===== src/rtl/vdp_super_fill.sv =====
`timescale 1ns/1ps
// Solid-colour rectangle filler for the super-res framebuffer: packs each row into 32-bit VRAM word writes.
// First request 2 cycles after start; one write outstanding, held until vram_ack; yields while super_res_drawing.
module vdp_super_fill #(
    parameter int ADDR_W = 18
) (
    input  logic              clk,
    input  logic              reset,
    input  logic              vdp_super,
    input  logic              super_res_drawing,
    input  logic              start,
    input  logic [16:0]       ext_reg_super_res_page_addr,
    input  logic              ext_reg_pixel_depth,
    input  logic [9:0]        line_stride,
    input  logic [9:0]        dst_x,
    input  logic [9:0]        dst_y,
    input  logic [9:0]        width,
    input  logic [9:0]        height,
    input  logic [7:0]        colour,
    output logic              vram_req,
    output logic [ADDR_W-1:0] vram_addr,
    output logic [31:0]       vram_wdata,
    output logic [3:0]        vram_be,
    input  logic              vram_ack,
    output logic              busy,
    output logic              done
);
    typedef enum logic [2:0] {
        S_IDLE,
        S_SETUP,
        S_WAIT_BUS,
        S_REQ,
        S_NEXT_ROW
    } state_t;

    state_t            state_q, state_d;
    logic [19:0]       base_q, base_d;
    logic [9:0]        stride_q, stride_d;
    logic [9:0]        ypos_q, ypos_d;
    logic [9:0]        xbyte_q, xbyte_d;
    logic [9:0]        nbytes_q, nbytes_d;
    logic [9:0]        rows_left_q, rows_left_d;
    logic [19:0]       row_addr_q, row_addr_d;
    logic [19:0]       cur_byte_q, cur_byte_d;
    logic [9:0]        rem_q, rem_d;
    logic [2:0]        n_q, n_d;
    logic              req_q, req_d;
    logic [ADDR_W-1:0] addr_q, addr_d;
    logic [31:0]       wdata_q, wdata_d;
    logic [3:0]        be_q, be_d;
    logic              busy_q, busy_d;
    logic              done_q, done_d;

    logic [1:0]        off;
    logic [2:0]        room;
    logic [2:0]        n_w;
    logic [4:0]        be_mask;
    logic [3:0]        be_w;
    logic [19:0]       prod;
    logic [19:0]       row_start;
    logic [19:0]       next_row;
    logic [9:0]        rem_sub;
    logic [9:0]        nb_4bpp;
    logic [7:0]        fill_byte;

    always_comb begin
        state_d     = state_q;
        base_d      = base_q;
        stride_d    = stride_q;
        ypos_d      = ypos_q;
        xbyte_d     = xbyte_q;
        nbytes_d    = nbytes_q;
        rows_left_d = rows_left_q;
        row_addr_d  = row_addr_q;
        cur_byte_d  = cur_byte_q;
        rem_d       = rem_q;
        n_d         = n_q;
        req_d       = req_q;
        addr_d      = addr_q;
        wdata_d     = wdata_q;
        be_d        = be_q;
        done_d      = 1'b0;

        // Bytes this word can take: limited by the lane offset and by what is left of the row.
        off       = cur_byte_q[1:0];
        room      = 3'd4 - {1'b0, off};
        n_w       = (rem_q < {7'd0, room}) ? rem_q[2:0] : room;
        be_mask   = (5'd1 << n_w) - 5'd1;
        be_w      = be_mask[3:0] << off;
        prod      = {10'd0, ypos_q} * {10'd0, stride_q};
        row_start = base_q + prod + {10'd0, xbyte_q};
        next_row  = row_addr_q + {10'd0, stride_q};
        rem_sub   = rem_q - {7'd0, n_q};
        nb_4bpp   = {1'b0, width[9:1]} + {9'd0, width[0]};
        fill_byte = ext_reg_pixel_depth ? {colour[3:0], colour[3:0]} : colour;

        case (state_q)
            S_IDLE: begin
                if (start && vdp_super) begin
                    if (width != 10'd0 && height != 10'd0) begin
                        base_d      = {ext_reg_super_res_page_addr, 3'b000};
                        stride_d    = line_stride;
                        ypos_d      = dst_y;
                        rows_left_d = height;
                        xbyte_d     = ext_reg_pixel_depth ? (dst_x >> 1) : dst_x;
                        nbytes_d    = ext_reg_pixel_depth ? nb_4bpp : width;
                        wdata_d     = {4{fill_byte}};
                        state_d     = S_SETUP;
                    end else begin
                        done_d = 1'b1;
                    end
                end
            end
            S_SETUP: begin
                row_addr_d = row_start;
                cur_byte_d = row_start;
                rem_d      = nbytes_q;
                state_d    = S_WAIT_BUS;
            end
            S_WAIT_BUS: begin
                if (!super_res_drawing) begin
                    n_d     = n_w;
                    be_d    = be_w;
                    addr_d  = ADDR_W'(cur_byte_q[19:2]);
                    req_d   = 1'b1;
                    state_d = S_REQ;
                end
            end
            S_REQ: begin
                // Scan-out rising here does not retract a request already on the bus.
                if (vram_ack) begin
                    req_d      = 1'b0;
                    rem_d      = rem_sub;
                    cur_byte_d = cur_byte_q + {17'd0, n_q};
                    if (!vdp_super) begin
                        done_d  = 1'b1;
                        state_d = S_IDLE;
                    end else if (rem_sub == 10'd0) begin
                        state_d = S_NEXT_ROW;
                    end else begin
                        state_d = S_WAIT_BUS;
                    end
                end
            end
            S_NEXT_ROW: begin
                rows_left_d = rows_left_q - 10'd1;
                if (rows_left_q == 10'd1) begin
                    done_d  = 1'b1;
                    state_d = S_IDLE;
                end else begin
                    row_addr_d = next_row;
                    cur_byte_d = next_row;
                    rem_d      = nbytes_q;
                    state_d    = S_WAIT_BUS;
                end
            end
            default: begin
                state_d = S_IDLE;
            end
        endcase

        // Losing super mode with nothing on the bus ends the command at once.
        if (!vdp_super && (state_q == S_SETUP || state_q == S_WAIT_BUS || state_q == S_NEXT_ROW)) begin
            req_d   = 1'b0;
            done_d  = 1'b1;
            state_d = S_IDLE;
        end

        busy_d = (state_d != S_IDLE);
    end

    always_ff @(posedge clk or posedge reset) begin
        if (reset) begin
            state_q     <= S_IDLE;
            base_q      <= '0;
            stride_q    <= '0;
            ypos_q      <= '0;
            xbyte_q     <= '0;
            nbytes_q    <= '0;
            rows_left_q <= '0;
            row_addr_q  <= '0;
            cur_byte_q  <= '0;
            rem_q       <= '0;
            n_q         <= '0;
            req_q       <= 1'b0;
            addr_q      <= '0;
            wdata_q     <= '0;
            be_q        <= '0;
            busy_q      <= 1'b0;
            done_q      <= 1'b0;
        end else begin
            state_q     <= state_d;
            base_q      <= base_d;
            stride_q    <= stride_d;
            ypos_q      <= ypos_d;
            xbyte_q     <= xbyte_d;
            nbytes_q    <= nbytes_d;
            rows_left_q <= rows_left_d;
            row_addr_q  <= row_addr_d;
            cur_byte_q  <= cur_byte_d;
            rem_q       <= rem_d;
            n_q         <= n_d;
            req_q       <= req_d;
            addr_q      <= addr_d;
            wdata_q     <= wdata_d;
            be_q        <= be_d;
            busy_q      <= busy_d;
            done_q      <= done_d;
        end
    end

    assign vram_req   = req_q;
    assign vram_addr  = addr_q;
    assign vram_wdata = wdata_q;
    assign vram_be    = be_q;
    assign busy       = busy_q;
    assign done       = done_q;

endmodule


===== config.mk =====
export PLATFORM = sky130hd
export DESIGN_NAME = vdp_super_fill
export DESIGN_NICKNAME = d
export VERILOG_FILES = /design/src/rtl/vdp_super_fill.sv
export SDC_FILE = /design/constraint.sdc
export NUM_CORES = 1
export LEC_CHECK = 0
export ABC_AREA = 0
export CORE_ASPECT_RATIO = 1.5
export CORE_MARGIN = 3
export CORE_UTILIZATION = 58
export DETAILED_ROUTE_END_ITERATION = 12
export PLACE_DENSITY = 0.82
export SLEW_MARGIN = 30
export SYNTH_ARGS = -nofsm -noshare
export SYNTH_HDL_FRONTEND = slang
export SYNTH_SLANG_ARGS = --single-unit

===== constraint.sdc =====
create_clock -name clk -period 6.9 [get_ports clk]
set_clock_uncertainty 0.05 [all_clocks]
set_input_delay 1.035 -clock clk [delete_from_list [all_inputs] [get_ports clk]]
set_output_delay 1.035 -clock clk [all_outputs]
set_load 0.005 [all_outputs]

# After elaboration in Yosys (flattened, before gate mapping)

Index checks and enable logic that the tools add are counted.

Register bits after elaboration: 180
Input bits: 82
Output and inout bits: 57
Word-level logic and storage cells: 97

$add $sub $neg: 9
$mul: 1
Order comparisons: 1
Equal/unequal tests: 11
Shift-type cells: 2
Muxes and demuxes: 34
Bitwise operators: 1
Reductions and logical operators: 21

Operators with widths:

| cell                                                                   | count |
|---|---|
| 10-bit two-way mux                                                     | 6 |
| 20-bit one-hot mux with 3 select lines                                 | 1 |
| 20-bit by 10-bit adder with 20-bit output                              | 2 |
| 20-bit two-way mux                                                     | 2 |
| 20-bit one-hot mux with 2 select lines                                 | 1 |
| 10-bit one-hot mux with 3 select lines                                 | 1 |
| 3-bit two-way mux                                                      | 8 |
| 20-bit adder                                                           | 1 |
| 20-bit by 3-bit adder with 20-bit output                               | 1 |
| 10-bit by 10-bit multiplier with 20-bit output                         | 1 |
| 10-bit one-hot mux with 2 select lines                                 | 1 |
| 10-bit nonzero test                                                    | 2 |
| 3-bit one-hot mux with 5 select lines                                  | 1 |
| 3-bit AND reduction                                                    | 4 |
| 9-bit by 1-bit adder with 10-bit output                                | 1 |
| 10-bit by 1-bit equality test with 1-bit output, second input constant | 1 |
| 10-bit logical NOT                                                     | 1 |
| 10-bit by 3-bit < comparator with 1-bit output                         | 1 |
| 10-bit by 1-bit subtractor with 10-bit output, second input constant   | 1 |
| 10-bit by 3-bit subtractor with 10-bit output                          | 1 |
| 1-bit two-way mux                                                      | 9 |
| 3-bit nonzero test                                                     | 3 |
| 8-bit two-way mux                                                      | 1 |
| 2-bit != test, second input constant                                   | 4 |
| other kinds (19)                                                       | 25 |

# Depth between registers and ports, before layout

Depth in word-level cells: 8
Mapped depth: 20

# Worst setup path before layout

OpenSTA, ideal clock, no wires.

Path kind: flip-flop to flip-flop
Start: reg stride_q[6]
End: reg row_addr_q[14]
Library setup time: 104 ps
Arrival time: 5052 ps
Setup slack: 1694 ps
Cell stages (with the launch flop): 18
Path buffers: 1
Period minus slack after synthesis: 5206 ps
Cell sequence: dfrtp_1 -> clkbuf_1 -> and2_1 -> fa_1 -> inv_1 -> fa_1 -> inv_1 -> fa_1 -> fa_1 -> inv_1 -> fa_1 -> inv_1 -> ha_1 -> a211o_1 -> o311ai_0 -> nand2_1 -> xnor2_1 -> a221oi_1

Word-level cells in the longest chain between the ends: 4
Elaborated cells on any way between the ends: 6

RTL lines:

| item                                           | RTL line | RTL |
|---|---|---|
| start: declaration                             | 38       | `logic [9:0] stride_q, stride_d;` |
| start signal: assignment                       | 194      | `stride_q <= stride_d;` |
| 10-bit by 10-bit multiplier with 20-bit output | 90       | `prod = {10'd0, ypos_q} * {10'd0, stride_q};` |
| 20-bit adder                                   | 91       | `row_start = base_q + prod + {10'd0, xbyte_q};` |
| 20-bit by 10-bit adder with 20-bit output      | 91       |  |
| 20-bit one-hot mux with 2 select lines (*)     | 97       | `case (state_q)` |
| end signal: assignment                         | 199      | `row_addr_q <= row_addr_d;` |
| end: declaration                               | 43       | `logic [19:0] row_addr_q, row_addr_d;` |

Mark *: on every way between the ends. The rest lies on a longest branch, timed or not. The select of a mux whose other input is x is not followed.
A chain may end at the register's enable or synchronous reset.

# Worst setup path in the final report

Start: reg stride_q[6]
End: reg cur_byte_q[14]

Word-level cells in the longest chain between the ends: 4
Elaborated cells on any way between the ends: 6

RTL lines:

| item                                           | RTL line | RTL |
|---|---|---|
| 10-bit by 10-bit multiplier with 20-bit output | 90       |  |
| 20-bit adder                                   | 91       |  |
| 20-bit by 10-bit adder with 20-bit output      | 91       |  |
| 20-bit one-hot mux with 3 select lines (*)     | 97       |  |
| end signal: assignment                         | 200      | `cur_byte_q <= cur_byte_d;` |
| end: declaration                               | 44       | `logic [19:0] cur_byte_q, cur_byte_d;` |

Marks and branches as above.

==> impl_results.md <==
* Final WL at 31,200 um
* Share of cells above drive strength 1 at slightly above 4%
* CP Capture Type: flop
* Period utilisation layout at roughly four fifths
* Util after Layout at 68.5%
* Setup TNS at 0 ns
* Crit start category: flop
* Clk_lat worst skew at 0.43 ns
* Critical path class: flop to flop
* DR vias/cell at 5.78
* Sequential area share after synthesis at a little under a third
* Synth async-reset ratio at 100%
* Slowest cell on the critical path: o311ai_0
* Max Freq at 179 MHz
* Mapped Area at 12,800 um^2
* Routability cong. at 0.961
* Overflow after GRT at 0
* Final min period at 5.58 ns
* Initial core utilization at 59.8%
* Gate count of the mapped netlist at 1,493
* N_diodes at 0
* Antenna-violating nets left at 0
* Yosys cell types at 77
* EDFF count, synth at 0
* Number of global-route vias before repair at around 11,000
* I/O pins at 139
* Die Y at 188 um
* Crit path cell chain: and2_1 > fa_1 > inv_1 > fa_1 > inv_1 > fa_1 > fa_1 > inv_1 > fa_1 > inv_1 > ha_1 > a211o_1 > o311ai_0 > nand2_1 > xnor2_1 > nor2_1 > o22a_1
* Number of port buffers at 138
* Vias at 10,664
* Area growth syn-to-layout at 14.5%
* Critical path arrival at just under 6 ns
* Nets at 1,815
* Main synth FF type: dfrtp_1
* Syn_nets at 1,744
* Initial antenna violation count at 0
* Seq cells post-synth at 156
* Post-Syn Area per Cell at 8.57 um^2
* Worst slew pin tran at ~0.89 ns
* Die width at 127 um
* Crit path max fanout at 12
* CP max stage delay at around 0.6 ns
* Drt pass-1 iters at 5
* CTS tree: yes
* CP most frequent cell: fa_1
* Number of DRC markers in iteration 0 at ~650
* Crit path required time at 7.17 ns
* Clock Path Buffers at 2
* CTS root buf: clkbuf_16
* # hold bufs at CTS at 0
* RSZ-0062 raised after global routing: false
* Reg clk slew, reported paths at 0.08 ns
* Max Slew Vio Count at 0
* CTS Buf Count at 17
* Setup violators final at 0
* Residual DRC count at 0
* Rel. slew slack at 40.5%
* First-pass GRT wire length at between 50,000 and 60,000 um
* Largest net degree at the start of global routing at 106
* Status: finished, final reports clean
* Global Route Usage Sum at between 20% and 30%
* CORE AREA at 21,400 um^2
* # clock sinks at 156
* Max_cap viols at 0
* Num rows at 65
* Placed wire-length estimate at 24,000 um
* Post-CTS Setup Inserts at 0
* Hold Path Class: flop to flop
* DIE AREA at 23,900 um^2
* Post-CTS sizing at 0
* Routed wire length per instance at 16.9 um
* Synth Warn # at 0
* Fin. Hold Viols at 0
* CTS H-tree lvls at 4
[through the flow]
step | setup slack, ns | hold slack, ns | instances | cell area (um^2)
after floorplan | 1.61 | 0.390 | 1493 | 12800
after detailed placement | 1.32 | 0.412 | 1813 | 14100
after global routing | 0.995 | 0.444 | 1845 | 14700
after global placement | 1.39 | 0.407 | 1813 | 14100
after CTS | 1.29 | 0.429 | 1845 | 14700
final | 1.32 | 0.421 | 1845 | 14700
[path summary, 6_finish.rpt]
check                      slack, ns             end          start  cells past startpoint
hold reg to reg                 0.42   vram_addr[17]  vram_addr[17]                      2
max in group asynchronous       4.55       base_q[4]          reset                      3
setup reg to reg                1.32  cur_byte_q[14]    stride_q[6]                     17
setup / recovery                1.32  cur_byte_q[14]    stride_q[6]                     17
min in group asynchronous       1.06   vram_addr[11]          reset                      2
hold / removal                  0.42   vram_addr[17]  vram_addr[17]                      2
[cell usage in the layout (no fill, tap or decap), types with 15 or more instances in the layout]
master	synthesis	final
nand2_1	317	317
dfrtp_1	156	156
clkdlybuf4s50_1	0	138
inv_1	136	135
fa_1	92	92
nor2_1	88	87
a21oi_1	80	80
ha_1	77	77
o21ai_0	71	71
and2_1	60	58
nand3_1	27	27
xnor2_1	24	24
nor3_1	23	23
a211oi_1	23	23
mux2i_1	19	19
a31oi_1	18	17
clkbuf_16	0	17
xor2_1	15	15
[cell type report]
cell class              instances  area, um^2
clock buffers                  17         425
clock inverters                15         134
fillers                      1761        6730
inverters                     137         522
multi-input cells            1104        7880
flip-flops and latches        156        3900
well taps                     268         335
repair buffers                148        1460
[flip-flops by register name, indices dropped and copies added, names as in the netlist]
name,cells
n_q,3
stride_q,10
ypos_q,10
xbyte_q,10
vram_req,1
rem_q,10
nbytes_q,10
cur_byte_q,20
vram_be,4
row_addr_q,20
busy,1
vram_wdata,8
base_q,17
done,1
rows_left_q,10
vram_addr,18
state_q,3
[routing by layer]
| layer | up-vias | track usage (%) | wire (um) |
|---|---|---|---|
| li1 | 5114 | - | - |
| met1 | 5150 | 32.5 | 12200 |
| met2 | 336 | 47.1 | 16500 |
| met3 | 64 | 2.91 | 1330 |
| met4 | 0 | 10.8 | 1060 |
| met5 | - | 0 | 0 |
[Yosys cell counts, drive strengths merged (11+ instances only)]
library cell | instances | area [um^2]
nand4 | 12 | 75.1
buf | 60 | 377
nor2 | 89 | 350
nand2 | 319 | 1210
a31oi | 18 | 113
a21o | 11 | 82.6
clkbuf | 36 | 135
o21ai | 84 | 420
mux2i | 19 | 190
nand3 | 27 | 135
dfrtp | 156 | 3900
inv | 137 | 514
a21oi | 81 | 409
nor3 | 24 | 125
fa | 92 | 1840
and2 | 61 | 382
o21a | 12 | 90.1
ha | 77 | 963
xor2 | 15 | 131
xnor2 | 24 | 210
a211oi | 23 | 173
[cells by family after synthesis]
family | after synthesis | share of synthesized area, %
simple gates | 582 | 20.9
compound gates | 293 | 14.4
mux | 21 | 1.66
fa+ha+maj | 169 | 21.9
flops | 156 | 30.5
buf+inv | 233 | 8.02
xor+xnor | 39 | 2.67
[critical path, delay by kind of cell, from the launching register on]
kind,cells,cell delay [ns]
flops,1,0.50
compound gates,3,1.07
buf+inv,4,0.20
xor+xnor,1,0.25
fa+ha+maj,6,2.93
simple gates,3,0.44
Power is not shown: default switching activity piles up to over one toggle a cycle in this logic, so the estimate is an artifact.
==> patch 1, RTL diff (same settings) <==
Set the parameter `ADDR_W` to 26 (it was 18).
--- a/src/rtl/vdp_super_fill.sv
+++ b/src/rtl/vdp_super_fill.sv
@@ -4,3 +4,3 @@
 module vdp_super_fill #(
-    parameter int ADDR_W = 18
+    parameter int ADDR_W = 26
 ) (
Ports: changed (resized vram_addr); port bits go from 139 to 147. No check against the original RTL was run, so the function may have changed too.
==> patch 1 against the unedited design <==
Cell count rose by 0.27%; non-clock buffer count rose by 2; hold slack better by 15 ps; count of clock-buffer cells in the layout increased by 1; cell area rose by 1.7%; first-iteration DRC count up 13%; area after synthesis is 1.1% higher; routed wire length grew 2.5%; sequential cell count did not move; setup slack worse by 42 ps.
Power is left out: the tool's default activity adds up to more than one toggle a clock period on the data nets, which glitch-free logic cannot reach.
==> patch 1: results (changes against the unedited design) <==
stage,metric,value,unit,change
outcome,outcome,"complete, no violations",,
critical_path,cp_max_fo,12,,unchanged
synthesis,netlist_top_cells_count,"256 x nand2_1, 156 x dfrtp_1, 142 x inv_1",,
critical_path,crit_family,adder cells,,
grt,grt_max_degree,95,,-10%
detailed_routing,dr_wl_met2,16650,um,+0.80%
placed_design,dp_cells,1818,,+0.28%
grt,grt_first_pass_wirelength,53680,um,+4.0%
detailed_routing,firstDrtPassIters,5,,unchanged
grt,grt_pass1_vias,10870,,+1.6%
grt,antenna_found_initial,0,,unchanged
detailed_routing,met3RoutedLength,1410,um,+5.9%
cts,insertion_delay,440,ps,
critical_path,cp.arrival,5950,ps,+100 ps
cells_and_area,diodes,0,,unchanged
critical_path,startpoint_type,register,,
cts,post_cts_resize_count,0,,unchanged
detailed_routing,drt_wl_total,31930,um,+2.5%
critical_path,r2r_start,stride_q[9],,
detailed_routing,drt-met1-wl,12850,um,+4.9%
grt,grtUsageTotal,27.35,%,+0.83 points
placed_design,gp_congestion,0.8939,,-7.0%
cts,clock_path_buffers,2,,unchanged
placed_design,pre_cts_ws,1375,ps,+52.87 ps
synthesis,synth_flop_cell,dfrtp_1,,
synthesis,muxShareOfSynthArea,3.860,%,+2.2 points
synthesis,synth_seq_area_share,30.18,%,-0.32 points
detailed_routing,drt_iter0_drc,735,,+13%
synthesis,async_flop_share,100.0,%,unchanged
cells_and_area,stdcell_count,1850,,+0.27%
critical_path,cpPeakStageDelay,590,ps,about the same
min_path,hold_start,base_q[12],,
placed_design,port_buffers,138,,unchanged
synthesis,synth_xor_area_share,2.302,%,-0.37 points
synthesis,synth-compound-area-share,14.61,%,+0.24 points
detailed_routing,drc,0,,unchanged
cts,cts-root-buf,clkbuf_16,,
synthesis,yosys_warnings,0,,unchanged
cts,post_cts_buffers,0,,unchanged
cells_and_area,drive_gt1_share,5.577,%,+1.5 points
min_path,hp-class,register to register,,
synthesis,synth-adder-area-share,21.69,%,-0.23 points
synthesis,synth_area_leaders,"dfrtp_1 30%, fa_1 14%, ha_1 7.4%, nand2_1 7.4%, inv_1 4.1%",,
placed_design,place_hpwl,24130,um,+0.47%
synthesis,synth.distinct_cells,76,,-1.3%
sta,tightestPinTransition,986.9,ps,+93.91 ps
detailed_routing,top_layer_used,met4,,
detailed_routing,via_per_inst,5.782,,about the same
placed_design,placed_area,14290,um2,+1.4%
critical_path,crit_path_top_delay_cell,dfrtp_1,,
cts,clk_pin_slew,70,ps,
cts,numCtsBuffers,17,,unchanged
synthesis,netlist_instances,1496,,+0.20%
## patch 1: worst paths after layout
check / to / cells after the start / slack [ps]
worst max-delay path: cur_byte_q[14] / 17 / 1280
worst min-delay path: base_q[12] / 2 / 440
worst max register to register: cur_byte_q[14] / 17 / 1280
worst min register to register: base_q[12] / 2 / 440
max in group asynchronous: vram_wdata[25] / 3 / 4360
min in group asynchronous: vram_addr[8] / 2 / 1100
## patch 1: cell type report
| type | instances | area [um2] |
|---|---|---|
| fill | 1721 | 6900 |
| inverter | 143 | 541.8 |
| clock inverter | 14 | 168.9 |
| clock buffer | 18 | 439.2 |
| tap | 272 | 340.3 |
| multi-input combinational | 1097 | 8035 |
| timing repair buffer | 150 | 1471 |
| sequential | 156 | 3904 |
## patch 1: layer usage
| metal | track usage (%) | vias to the layer above |
|---|---|---|
| li1 | - | 5107 |
| met1 | 34.60 | 5207 |
| met2 | 47.30 | 312 |
| met3 | 3.980 | 70 |
| met4 | 10.25 | 0 |
| met5 | 0 | - |
==> patch 2, RTL diff (same settings) <==
Made on the original files. `nbytes_q` no longer has a reset.
--- a/src/rtl/vdp_super_fill.sv
+++ b/src/rtl/vdp_super_fill.sv
@@ -178,3 +178,2 @@
             xbyte_q     <= '0;
-            nbytes_q    <= '0;
             rows_left_q <= '0;
@@ -196,3 +195,2 @@
             xbyte_q     <= xbyte_d;
-            nbytes_q    <= nbytes_d;
             rows_left_q <= rows_left_d;
@@ -211,2 +209,6 @@
 
+    always_ff @(posedge clk) begin
+        nbytes_q <= nbytes_d;
+    end
+
     assign vram_req   = req_q;
Function: not settled (the Yosys comparison gave no result); the edit may change what the design does.
==> patch 2 against the unedited design <==
Die area is 0.39% lower; routed wire length up 2.2%; via count down 0.68%; area after synthesis is 0.41% lower; hold slack better by 1.8 ps; cell area is 0.26% lower; sequential cell count unchanged; cell count down 1.0%; setup slack got worse by 74 ps; critical endpoint is now row_addr_q[16].
Power is left out: the tool's default activity adds up to more than one toggle a clock period on the data nets, which glitch-free logic cannot reach.
==> patch 2: results (changes against the unedited design) <==
stage,metric,value,unit,change
grt,grtUsageTotal,27.42,%,+0.90 points
detailed_routing,firstDrtPassIters,5,,unchanged
detailed_routing,met3RoutedLength,1270,um,-4.7%
sta,relSlewSlack,38.42,%,-2.1 points
cts,insertion_delay,440,ps,
grt,antenna_found_initial,0,,unchanged
critical_path,cp.arrival,5920,ps,+70 ps
cts,post_cts_buffers,0,,unchanged
cells_and_area,fill_cells,1688,,-4.1%
sta,finalHoldViolCount,0,,unchanged
outcome,outcome,"complete, no violations",,
critical_path,startpoint,stride_q[6],,
placed_design,gp_congestion,0.9076,,-5.6%
min_path,hp-class,register to register,,
synthesis,synth_seq_area_share,31.02,%,+0.52 points
cts,cts-root-buf,clkbuf_16,,
synthesis,muxShareOfSynthArea,1.757,%,+0.095 points
synthesis,synth_flop_cell,dfrtp_1,,
critical_path,cpPeakStageDelay,590,ps,about the same
critical_path,reg2reg_to,row_addr_q[16],,
critical_path,worstSetupPathType,register to register,,
critical_path,crit_path_top_delay_cell,dfrtp_1,,
synthesis,async_flop_share,93.59,%,-6.4 points
synthesis,synth_xor_area_share,3.092,%,+0.42 points
synthesis,synth_edf_count,10,,+10
synthesis,synth-adder-area-share,22.01,%,+0.090 points
synthesis,netlist_top_cells_count,"304 x nand2_1, 146 x dfrtp_1, 139 x inv_1",,
detailed_routing,dr_wl_met2,17610,um,+6.6%
grt,grt_max_degree,87,,-18%
cts,cts_max_level,4,,unchanged
detailed_routing,drt-met1-wl,12030,um,-1.8%
detailed_routing,drt_iter0_drc,621,,-4.8%
cells_and_area,final_nets,1796,,-1.0%
cells_and_area,drive_gt1_share,3.979,%,-0.14 points
cts,post_cts_resize_count,0,,unchanged
grt,grt_first_pass_wirelength,52970,um,+2.6%
synthesis,yosys_warnings,0,,unchanged
detailed_routing,via_per_inst,5.801,,+0.36%
synthesis,synth-compound-area-share,14.37,%,about the same
detailed_routing,drt_wl_total,31840,um,+2.2%
grt,grt_remaining_overflow,0,,unchanged
critical_path,r2r_cells,17,,unchanged
critical_path,cp_max_fo,12,,unchanged
synthesis,syn-num-nets,1732,,-0.69%
cts,clk_pin_slew,70,ps,
placed_design,place_hpwl,24600,um,+2.4%
synthesis,synth_area_leaders,"dfrtp_1 29%, fa_1 14%, nand2_1 9.0%, ha_1 7.6%, inv_1 4.1%",,
critical_path,reg2reg_slack,1240,ps,-70 ps
critical_path,crit_family,adder cells,,
placed_design,port_buffers,138,,unchanged
synthesis,synth.distinct_cells,74,,-3.9%
min_path,hold_start,vram_addr[12],,
grt,grt_pass1_vias,10990,,+2.7%
cts,numCtsBuffers,17,,unchanged
detailed_routing,top_layer_used,met4,,
patch 2: cell type report:
type                            count  area [um2]  area share [%]
Clock buffer                       19       442.9           3.030
Clock inverter                     13       130.1          0.8902
Multi-Input combinational cell   1083        7776           53.20
Inverter                          140       530.5           3.629
Tap cell                          268       335.3           2.294
Timing Repair Buffer              147        1449           9.912
Sequential cell                   156        3954           27.05
patch 2: worst register-to-register path, cell delays in order, from the launching register on:
cell and delay (ps):
dfrtp_1 590, nand2_1 140, fa_1 550, inv_1 50, fa_1 470, fa_1 520
fa_1 550, inv_1 50, fa_1 530, inv_1 40, ha_1 400, a21o_1 240
a2111oi_0 420, o21ai_0 270, a41oi_1 300, xnor2_1 150, nand2_1 90, o311ai_0 110
patch 2: stage by stage:
stage,cells,setup WS [ps],instance area [um2]
floorplan,1481,1475,12740
global placement,1794,1341,14040
detailed placement,1794,1210,14040
CTS,1826,1212,14620
global route,1826,837.1,14620
finish,1826,1244,14620
patch 2: worst min-delay path by stage:
stage | depth (start not counted) | slack (ps) | end
final | 2 | 420 | vram_addr[12]
after global routing | 2 | 450 | vram_addr[16]
after CTS | 2 | 430 | vram_addr[12]
after detailed placement | 2 | 410 | vram_addr[12]
after global placement | 2 | 410 | vram_addr[0]
after floorplan | 2 | 390 | row_addr_q[5]
patch 2: metal layers:
metal | GRT usage, % | vias to the layer above
met5 | 0 | -
met4 | 10.49 | 0
met3 | 4.531 | 76
met2 | 51.02 | 284
met1 | 30.94 | 5192
li1 | - | 5040
patch 2: kinds of logic (layout without fill, tap and decap cells):
family / after synthesis / in the layout
buffers and inverters: 242 / 319
adders and majority gates: 169 / 169
muxes: 22 / 22
and+or+nand+nor: 556 / 556
AOI/OAI and AO/OA: 291 / 291
DFF: 156 / 156
xor gates and xnor gates: 45 / 45
